`src/rtl/pipe_ctrl.sv`:
```
// Pipeline sequencing controller: redirect arbitration, hold levels, flush window
// after every redirect and the JTAG halt handshake at instruction boundaries.
module pipe_ctrl #(
    parameter int FLUSH_CYCLES = 2
) (
    input  logic        clk,
    input  logic        rst_n,
    input  logic        jump_flag_ex_i,
    input  logic [31:0] jump_addr_ex_i,
    input  logic        int_assert_i,
    input  logic [31:0] int_addr_i,
    input  logic        hold_req_ex_i,
    input  logic        hold_req_bus_i,
    input  logic        jtag_halt_i,
    output logic        jump_flag_o,
    output logic [31:0] jump_addr_o,
    output logic [2:0]  hold_flag_o,
    output logic        int_ack_o,
    output logic        halted_o
);

    typedef enum logic [1:0] {
        RUN    = 2'd0,
        FLUSH  = 2'd1,
        DRAIN  = 2'd2,
        HALTED = 2'd3
    } state_t;

    localparam logic [2:0] HOLD_NONE = 3'd0;
    localparam logic [2:0] HOLD_PC   = 3'd1;
    localparam logic [2:0] HOLD_ALL  = 3'd3;
    localparam logic [2:0] CNT_LOAD  = 3'(FLUSH_CYCLES - 1);

    state_t      state, state_nxt;
    logic [2:0]  cnt, cnt_nxt;
    logic        take_int, take_jump, redirect;
    logic        jump_flag;
    logic [31:0] jump_addr;
    logic [2:0]  hold_flag;

    // A halt request with an execute op still running must wait for it to retire.
    function automatic state_t halt_target(input logic ex_busy);
        return ex_busy ? DRAIN : HALTED;
    endfunction

    always_ff @(posedge clk or negedge rst_n) begin
        if (!rst_n) begin
            state <= RUN;
            cnt   <= 3'd0;
        end else begin
            state <= state_nxt;
            cnt   <= cnt_nxt;
        end
    end

    always_comb begin
        state_nxt = state;
        cnt_nxt   = cnt;
        hold_flag = HOLD_NONE;
        take_int  = (state != HALTED) && int_assert_i;
        take_jump = (state != HALTED) && !int_assert_i && jump_flag_ex_i;
        redirect  = take_int || take_jump;
        jump_flag = redirect;
        jump_addr = take_int ? int_addr_i : (take_jump ? jump_addr_ex_i : 32'd0);

        case (state)
            RUN: begin
                if (hold_req_ex_i)
                    hold_flag = HOLD_ALL;
                else if (hold_req_bus_i)
                    hold_flag = HOLD_PC;
                if (jtag_halt_i)
                    state_nxt = halt_target(hold_req_ex_i);
            end
            FLUSH: begin
                hold_flag = HOLD_ALL;
                if (cnt == 3'd0)
                    state_nxt = jtag_halt_i ? halt_target(hold_req_ex_i) : RUN;
                else
                    cnt_nxt = cnt - 3'd1;
            end
            DRAIN: begin
                hold_flag = HOLD_ALL;
                if (!jtag_halt_i)
                    state_nxt = RUN;
                else if (!hold_req_ex_i)
                    state_nxt = HALTED;
            end
            HALTED: begin
                hold_flag = HOLD_ALL;
                if (!jtag_halt_i)
                    state_nxt = RUN;
            end
            default: state_nxt = RUN;
        endcase

        // An accepted redirect overrides any halt decision and (re)starts the flush window.
        if (redirect) begin
            state_nxt = FLUSH;
            cnt_nxt   = CNT_LOAD;
            hold_flag = HOLD_ALL;
        end
    end

    // Outputs are forced quiet while reset is held, even the combinational paths.
    assign jump_flag_o = rst_n && jump_flag;
    assign jump_addr_o = rst_n ? jump_addr : 32'd0;
    assign hold_flag_o = rst_n ? hold_flag : HOLD_NONE;
    assign int_ack_o   = rst_n && take_int;
    assign halted_o    = rst_n && (state == HALTED);

endmodule

```
`config.mk`:
```
export PLATFORM = sky130hd
export DESIGN_NAME = pipe_ctrl
export DESIGN_NICKNAME = d
export VERILOG_FILES = /design/src/rtl/pipe_ctrl.sv
export SDC_FILE = /design/constraint.sdc
export NUM_CORES = 1
export LEC_CHECK = 0
export ABC_CLOCK_PERIOD_IN_PS = 2200
export CAP_MARGIN = 5
export CORE_MARGIN = 2
export CORE_UTILIZATION = 26
export DETAILED_ROUTE_END_ITERATION = 8
export GPL_ROUTABILITY_DRIVEN = 0
export PLACE_DENSITY = 0.83
export SETUP_SLACK_MARGIN = 0.3
export SLEW_MARGIN = 20
export SYNTH_ARGS = -nofsm -noshare
export SYNTH_HDL_FRONTEND = slang
export SYNTH_SLANG_ARGS = --single-unit
```
`constraint.sdc`:
```
create_clock -name clk -period 2.2 [get_ports clk]
set_input_delay 0.22 -clock clk [delete_from_list [all_inputs] [get_ports clk]]
set_output_delay 0.22 -clock clk [all_outputs]
set_load 0.1 [all_outputs]
```
* After elaboration in Yosys (flattened, before gate mapping)
Index checks and enable logic that the tools add are counted.
** Storage, ports and cells
- Register bits :: 5
- Bits of input ports :: 71
- Word-level logic and storage cells :: 46
** Operators by class
- Reductions and logical operators :: 14
- $add $sub $neg :: 1
- Multiplexer cells :: 20
- Equal/unequal tests :: 9
** Operator list (count)
- 2-to-1 mux 32 bit :: 3
- 2-to-1 mux 2 bit :: 8
- 2-to-1 mux 3 bit :: 5
- inequality test 3 bit (second input constant) :: 3
- one-hot mux 2 bit (4 select lines) :: 1
- logical AND 1 bit :: 6
- one-hot mux 3 bit (2 select lines) :: 1
- equality test 2 bit (second input constant) :: 2
- inequality test 2 bit (second input constant) :: 2
- inequality test 4 bit (second input constant) :: 1
- AND reduction 4 bit :: 1
- logical NOT 3 bit :: 1
- OR reduction 3 bit :: 1
- subtractor 3 x 1 -> 3 bit (second input constant) :: 1
- equality test 2 x 1 -> 1 bit (second input constant) :: 1
- logical NOT 2 bit :: 1
- 2-to-1 mux 1 bit :: 2
- AND reduction 2 bit :: 1
- nonzero test 2 bit :: 1
- logical NOT 1 bit :: 1
- logical OR 1 bit :: 1

* Longest topological paths before layout
Gate-level depths: netlist of the first run.
- Depth in word-level cells :: 6
- Depth in mapped cells :: 6
- Gate-level depth less buffers :: 6

* Least setup slack after synthesis of the first run
Ideal clock, no wire load.
- Path type :: flip-flop to output port
- Start :: reg state[1]
- End :: out hold_flag_o[0]
- Cell stages (with the launch flop) :: 3
- Path slack :: -0.200 ns
- Data arrival time :: 2.180 ns
- Buffers on the path :: 0
- Data required time :: 1.980 ns
- Cell sequence :: dfrtp_1 -> nor2_1 -> a31oi_1
** On the way
- Word-level cells in the longest chain between the ends :: 6
- Elaborated cells between the ends (all ways) :: 13
- Classes of those cells :: eq/ne: 4; mux: 3; reduce/logical: 6
** Ends and longest elaborated chain
- from (decl) :: RTL line 34 : state_t state, state_nxt;
- from (signal assigned) :: RTL line 51 : state <= state_nxt;
- parallel branches: the longest is 4 deep, another holds OR reduction 3 bit
- 2-to-1 mux 3 bit (*) :: RTL line 98 : if (redirect) begin
- 2-to-1 mux 3 bit (*) :: RTL line 108 : assign hold_flag_o = rst_n ? hold_flag : HOLD_NONE;
- to (decl) :: RTL line 17 : output logic [2:0] hold_flag_o,
Mark *: on every way between the ends. The select of a mux whose other input is x is not followed.

* Worst setup path after layout of the first run
- Start :: reg state[1]
- End :: out jump_addr_o[2]
** On the way
- Word-level cells in the longest chain between the ends :: 6
- Elaborated cells between the ends (all ways) :: 7
- Classes of those cells :: eq/ne: 1; mux: 3; reduce/logical: 3
** Ends and longest elaborated chain
- inequality test 2 bit (*) :: RTL line 60, 61
- logical AND 1 bit (2 in a row) :: RTL line 61 : take_jump = (state != HALTED) && !int_assert_i && jump_flag_ex_i;
- 2-to-1 mux 32 bit :: RTL line 64 : jump_addr = take_int ? int_addr_i : (take_jump ? jump_addr_ex_i : 32'd0);
- 2-to-1 mux 32 bit (*) :: RTL line 64
- 2-to-1 mux 32 bit (*) :: RTL line 107 : assign jump_addr_o = rst_n ? jump_addr : 32'd0;
- to (decl) :: RTL line 16 : output logic [31:0] jump_addr_o,
Mark *: on every way between the ends. The rest lies on a longest branch, timed or not.

==> qor.txt, run 1 <==
Failing checks - DRC
Register area share after synthesis - 16.1%
Synthesized area - 779 µm²
Core ar. - 2810 µm²
Final critical-path share of the clock period - 85.2%
Required time worst endpoint - 1.98 ns
Root Buffer - clkbuf_4
Worst Setup Slack, final - 0.327 ns
Global-route wire length before repair - 6220 µm
Antenna Violating Nets Remaining - 0
Fillers - 166
Depth of the CTS H-tree - 1
Critical path arrival - 1.65 ns
Iteration count of the initial detailed-routing pass - 9
Worst Hold Margin - 0.273 ns
Tmin final - 1.87 ns
Psw - 0.701 mW
Post-synth cell types - 24
Synthesized Nets - 187
Final Util - 83.1%
Gr usage total - 23.2%
Clk Latency, worst-skew pair - 0.25 ns
Combinational Power Share - 80.3%
DRC violations left - 10
YS warnings - 0
Hpwl dp - 3310 µm
Multi-input gate area - 587 µm²
Critical Path Max Stage Delay - 0.45 ns
Synth Flop Type - dfrtp_1
Layout Nets - 294
Commonest non-fill, non-tap cell in the layout - clkdlybuf4s50_1
Async SR Flop Fraction - 100%
Die height - 58.8 µm
Reg power frac - 11.2%
CTS tree - yes
Placed Cells - 246
Clock sinks - 5
Top cell type's share of synthesized area - 30.8%
Design Area, Final - 2330 µm²
LEAKAGE - 0.958 nW
Antenna violations before repair - 0
Die width - 58.8 µm
Critical path peak fanout - 21
I/O pins - 109
Final wirelength - 4310 µm
R2r startpoint - cnt[0]$_DFFE_PN0P_
CTS clk-pin slew, worst paths - 0.05 ns
Final hold vios - 0
Synthesized instance count - 114
Layout cells sized above 1 - 29.1%
Iteration-0 DRC Markers - 75
Worst reg2reg path endpoint - cnt[1]$_DFFE_PN0P_
Critical path endpoint category - output pin
Yosys top cell by area - a22oi_1
Int Power - 0.624 mW
Non-Filler Instances - 251
Clock Skew - 0.00601 ns
Clock Power Share - 8.5%
Vias in the first global route - 1350
Maximum vdd ir drop - 617 µV
CTS Hold Bufs - 0
Final Max Tran Viols - 0
Outcome - finished with violations
Crit path cell chain - nand2_1, nand2_1, buf_4, nor2_1, buf_12
Setup WS pre-CTS - 0.254 ns
Setup CP Type - register to output pin
Largest net degree at the start of global routing - 33
Min-Delay Path Class - input port to async pin
Placed Area - 2240 µm²
Ranking of synthesized cells by area - a22oi_1 31%, nor2_1 18%, dfrtp_1 16%
Routed len/inst - 17.2 µm
Switching share of power - 52.9%
Worst R2R Setup Slack - 0.70 ns
PwrDens - 569 nW/µm²
Num CTS Buffers - 3
Fmax - 534 MHz
Via density - 5.27
Worst setup SP type - register
CTS max path bufs - 2
Worst reg2reg path depth - 6
Row count - 19
Area Growth Syn to Fin - 199%
CP max stage cell - dfrtp_1
Most frequent cells in the layout - 69 x clkdlybuf4s50_1, 38 x buf_12, 32 x a22oi_1
Seq. cell area - 125 µm²
RSZ-0062 raised after global routing - yes
Crit-path most repeated cell - nand2_1
Die area - 3450 µm²
Antenna diodes - 0
Initial Utilization - 27.8%
Overflow after GRT - 0
Synthesized area per cell - 6.84 µm²
DR vias - 1322
Synth Register Bits - 5
Port buffer count - 107
EDFF count, synth - 0
Max cap viols - 0
Setup Viol. Count Final - 0
==> power groups by stage <==
stage	Combinational, mW	Sequential, mW	Clock (mW)
after floorplan	0.657	0.142	0
after global placement	1.02	0.145	0
after detailed placement	1.04	0.148	0
after CTS	1.05	0.147	0.116
after global routing	1.12	0.151	0.125
final	1.06	0.148	0.113
==> layer usage <==
layer	track usage, %	part of all wire [%]	vias up
met5	0	0	-
met4	6.49	2.6	0
met3	5.71	11	12
met2	44.1	53	83
met1	25.0	33	607
li1	-	-	620
==> cells by family (layout without fill, tap and decap cells) <==
kind of cell	after synthesis	after routing	synth area share, %
xor+xnor	1	1	1.12
simple gates	46	46	25.7
other cells	1	1	0.481
compound gates	41	41	38.7
buf+inv	18	124	14.8
flops	5	5	16.1
fa+ha+maj	2	2	3.21
==> worst max-delay path by stage <==
| stage | start | end | slack, ns | cells past startpoint |
|---|---|---|---|---|
| global route | state[1]$_DFFE_PN0P_ | jump_addr_o[2] | 0.24 | 5 |
| floorplan | state[1]$_DFFE_PN0P_ | jump_addr_o[0] | -0.11 | 4 |
| finish | state[1]$_DFFE_PN0P_ | jump_addr_o[2] | 0.33 | 5 |
| global placement | int_assert_i | jump_addr_o[13] | 0.33 | 5 |
| CTS | int_assert_i | jump_addr_o[25] | 0.33 | 6 |
| detailed placement | int_assert_i | jump_addr_o[25] | 0.25 | 5 |
==> cells in the mapped netlist (2+ instances only) <==
cell type and instances:
a211oi_1 2, a22oi_1 32, nor2_1 37, o21ai_0 2, buf_2 2, nand2_1 3
inv_1 6, dfrtp_1 5, buf_6 4, ha_1 2, buf_4 4, a31oi_1 2
clkbuf_1 2
==> worst max-delay path, delay by kind of cell, from the launching register on <==
family | cells | cell delay (ns)
buffers and inverters | 2 | 0.43
and+or+nand+nor | 3 | 0.50
DFF | 1 | 0.45
==> flip-flops by register name (all words and copies together), names as in the netlist <==
| name | flops |
|---|---|
| cnt | 3 |
| state | 2 |
==> layout make-up <==
class | instances | area share (%)
flip-flops and latches | 5 | 5.37
clock buffers | 4 | 1.13
repair buffers | 114 | 65.7
multi-input cells | 91 | 25.2
well taps | 31 | 1.66
inverters | 6 | 0.967
==> through the flow <==
step	power (mW)	TNS, ns
floorplan	0.799	-3.37
global placement	1.16	0
detailed placement	1.19	0
CTS	1.31	0
global route	1.40	0
finish	1.33	0
==> timing repair <==
item | in CTS | in global routing
cloned | 0 | 1
buffers inserted | 0 | 0
resized for setup | 1 | 13
pin swaps | 0 | 2
endpoints found under the setup margin | 28 | 30
(Power assumes the default switching activity.)
==> run 2: changes to the inputs <==
--- a/config.mk
+++ b/config.mk
@@ -12,7 +12,7 @@
 export DETAILED_ROUTE_END_ITERATION = 8
 export GPL_ROUTABILITY_DRIVEN = 0
 export PLACE_DENSITY = 0.83
-export SETUP_SLACK_MARGIN = 0.3
+export SETUP_SLACK_MARGIN = 0.02
 export SLEW_MARGIN = 20
 export SYNTH_ARGS = -nofsm -noshare
 export SYNTH_HDL_FRONTEND = slang
==> run 2 against run 1 <==
Clock skew increased by 0.00070 ns. Largest cell class unchanged. Core utilization decreased by 2.3 points. Flip-flop and latch count unchanged. Cell area shrank 2.7%. Largest power group unchanged. The run still ends with DRC left.
==> qor.txt, run 2 (synthesized netlist as in run 1, its figures left out) <==
Die area - 3450 µm² (unchanged)
Critical Path Max Stage Delay - 0.57 ns (was 0.45 ns)
Seq. cell area - 125 µm² (unchanged)
DR vias - 1285 (was 1322)
Depth of the CTS H-tree - 1 (unchanged)
Worst setup SP type - input port (was register)
Outcome - finished with violations (unchanged)
CP max stage cell - clkdlybuf4s50_1 (was dfrtp_1)
Critical path endpoint category - output pin (unchanged)
Clk Latency, worst-skew pair - 0.25 ns (about the same)
Layout cells sized above 1 - 23.7% (was 29.1%)
Final Max Tran Viols - 0 (unchanged)
Tmin final - 1.96 ns (was 1.87 ns)
Post-CTS Setup Inserts - 0 (unchanged)
Combinational Power Share - 80.0% (was 80.3%)
Clock sinks - 5 (unchanged)
Max reg flops - 3 (unchanged)
CTS clk-pin slew, worst paths - 0.05 ns (about the same)
Overflow after GRT - 0 (unchanged)
Area Growth Syn to Fin - 191% (was 199%)
Clock Skew - 0.00671 ns (was 0.00601 ns)
Hpwl dp - 3310 µm (unchanged)
Iteration-0 DRC Markers - 95 (was 75)
CTS max path bufs - 2 (unchanged)
DRC violations left - 10 (unchanged)
Final hold vios - 0 (unchanged)
Antenna diodes - 0 (unchanged)
LEAKAGE - 0.934 nW (was 0.958 nW)
Critical path arrival - 1.74 ns (was 1.65 ns)
Most frequent cells in the layout - 70 x clkdlybuf4s50_1, 38 x buf_12, 37 x nor2_1 (was 69 x clkdlybuf4s50_1, 38 x buf_12, 32 x a22oi_1)
Worst setup path startpoint - int_assert_i (was state[1]$_DFFE_PN0P_)
RSZ-0062 raised after global routing - no (was yes)
Largest Register - cnt (unchanged)
Root Buffer - clkbuf_4 (unchanged)
PwrDens - 575 nW/µm² (was 569 nW/µm²)
CTS tree - yes (unchanged)
Global-route wire length before repair - 6200 µm (was 6220 µm)
Psw - 0.687 mW (was 0.701 mW)
Crit path cell chain - clkdlybuf4s50_1, buf_4, a22oi_1, nor2_1, buf_12 (was nand2_1, nand2_1, buf_4, nor2_1, buf_12)
Core ar. - 2810 µm² (unchanged)
Worst Hold Margin - 0.272 ns (was 0.273 ns)
R2r startpoint - cnt[0]$_DFFE_PN0P_ (unchanged)
Maximum vdd ir drop - 613 µV (was 617 µV)
Via density - 5.14 (was 5.27)
CTS Hold Bufs - 0 (unchanged)
Min-Delay Path Class - input port to async pin (unchanged)
Commonest non-fill, non-tap cell in the layout - clkdlybuf4s50_1 (unchanged)
Failing checks - DRC (unchanged)
Int Power - 0.615 mW (was 0.624 mW)
Gr usage total - 23.1% (was 23.2%)
Antenna Violating Nets Remaining - 0 (unchanged)
Port buffer count - 107 (unchanged)
Max cap viols - 0 (unchanged)
Largest net degree at the start of global routing - 33 (unchanged)
Routed len/inst - 16.1 µm (was 17.2 µm)
Post-CTS sizing - 0 (was 1)
Initial Utilization - 27.8% (unchanged)
Required time worst endpoint - 1.98 ns (about the same)
Antenna violations before repair - 0 (unchanged)
Setup CP Type - input port to output pin (was register to output pin)
Die height - 58.8 µm (unchanged)
Final critical-path share of the clock period - 89.3% (was 85.2%)
Critical path peak fanout - 31 (was 21)
Final Util - 80.8% (was 83.1%)
Final TNS setup - 0 ns (unchanged)
Fmax - 509 MHz (was 534 MHz)
Clock Power Share - 8.7% (was 8.5%)
Reg power frac - 11.3% (was 11.2%)
Vias in the first global route - 1346 (was 1350)
Final wirelength - 4030 µm (was 4310 µm)
Row count - 19 (unchanged)
Layout Nets - 293 (was 294)
Multi-input gate area - 554 µm² (was 587 µm²)
Setup Viol. Count Final - 0 (unchanged)
Num CTS Buffers - 3 (unchanged)
Die width - 58.8 µm (unchanged)
Iteration count of the initial detailed-routing pass - 7 (was 9)
I/O pins - 109 (unchanged)
Largest registers - cnt x3, state x2 (unchanged)
Fillers - 177 (was 166)
Switching share of power - 52.8% (was 52.9%)
-- run 2: metal layers --
layer  global-route usage (%)  wire length [µm]  part of all wire, %  vias up
li1                         -                 -                    -      617
met1                     25.0              1350                   33      584
met2                     43.8              2170                   54       74
met3                     5.71               417                   10       10
met4                     6.49                94                  2.3        0
met5                        0                 0                    0        -
-- run 2: power by group through the flow --
stage	combinational, mW	sequential, mW	clock, mW
5_1_grt	1.10	0.151	0.125
6_report	1.04	0.147	0.113
3_5_place_dp	1.04	0.148	0
2_1_floorplan	0.657	0.142	0
4_1_cts	1.04	0.147	0.116
3_3_place_gp	1.02	0.145	0
-- run 2: per-stage QoR --
step | cell area [µm²] | cells | worst slack, ns | power, mW
detailed placement | 2240 | 246 | 0.254 | 1.19
CTS | 2270 | 250 | 0.252 | 1.31
floorplan | 792 | 114 | -0.111 | 0.799
finish | 2270 | 250 | 0.236 | 1.30
global placement | 2240 | 246 | 0.332 | 1.16
global route | 2270 | 250 | 0.160 | 1.38
-- run 2: worst paths after layout --
check | endpoint | slack, ns | cells past startpoint
min in group clk | cnt[0]$_DFFE_PN0P_ | 0.53 | 2
setup reg to reg | cnt[1]$_DFFE_PN0P_ | 0.70 | 6
max in group asynchronous | cnt[1]$_DFFE_PN0P_ | 1.80 | 2
hold reg to reg | cnt[0]$_DFFE_PN0P_ | 0.53 | 2
hold / removal | cnt[2]$_DFFE_PN0P_ | 0.27 | 2
setup / recovery | jump_addr_o[12] | 0.24 | 5
-- run 2: cell type report --
| type | instances | area share [%] |
|---|---|---|
| flip-flops and latches | 5 | 5.52 |
| well taps | 31 | 1.71 |
| inverters | 6 | 0.994 |
| clock buffers | 4 | 1.16 |
| repair buffers | 113 | 66.2 |
| multi-input cells | 91 | 24.5 |
-- run 2: worst max-delay path, delay by kind of cell --
family,cells,cell delay [ns]
AO/OA/AOI/OAI,1,0.15
AND/OR/NAND/NOR,1,0.23
buffers and inverters,3,1.12
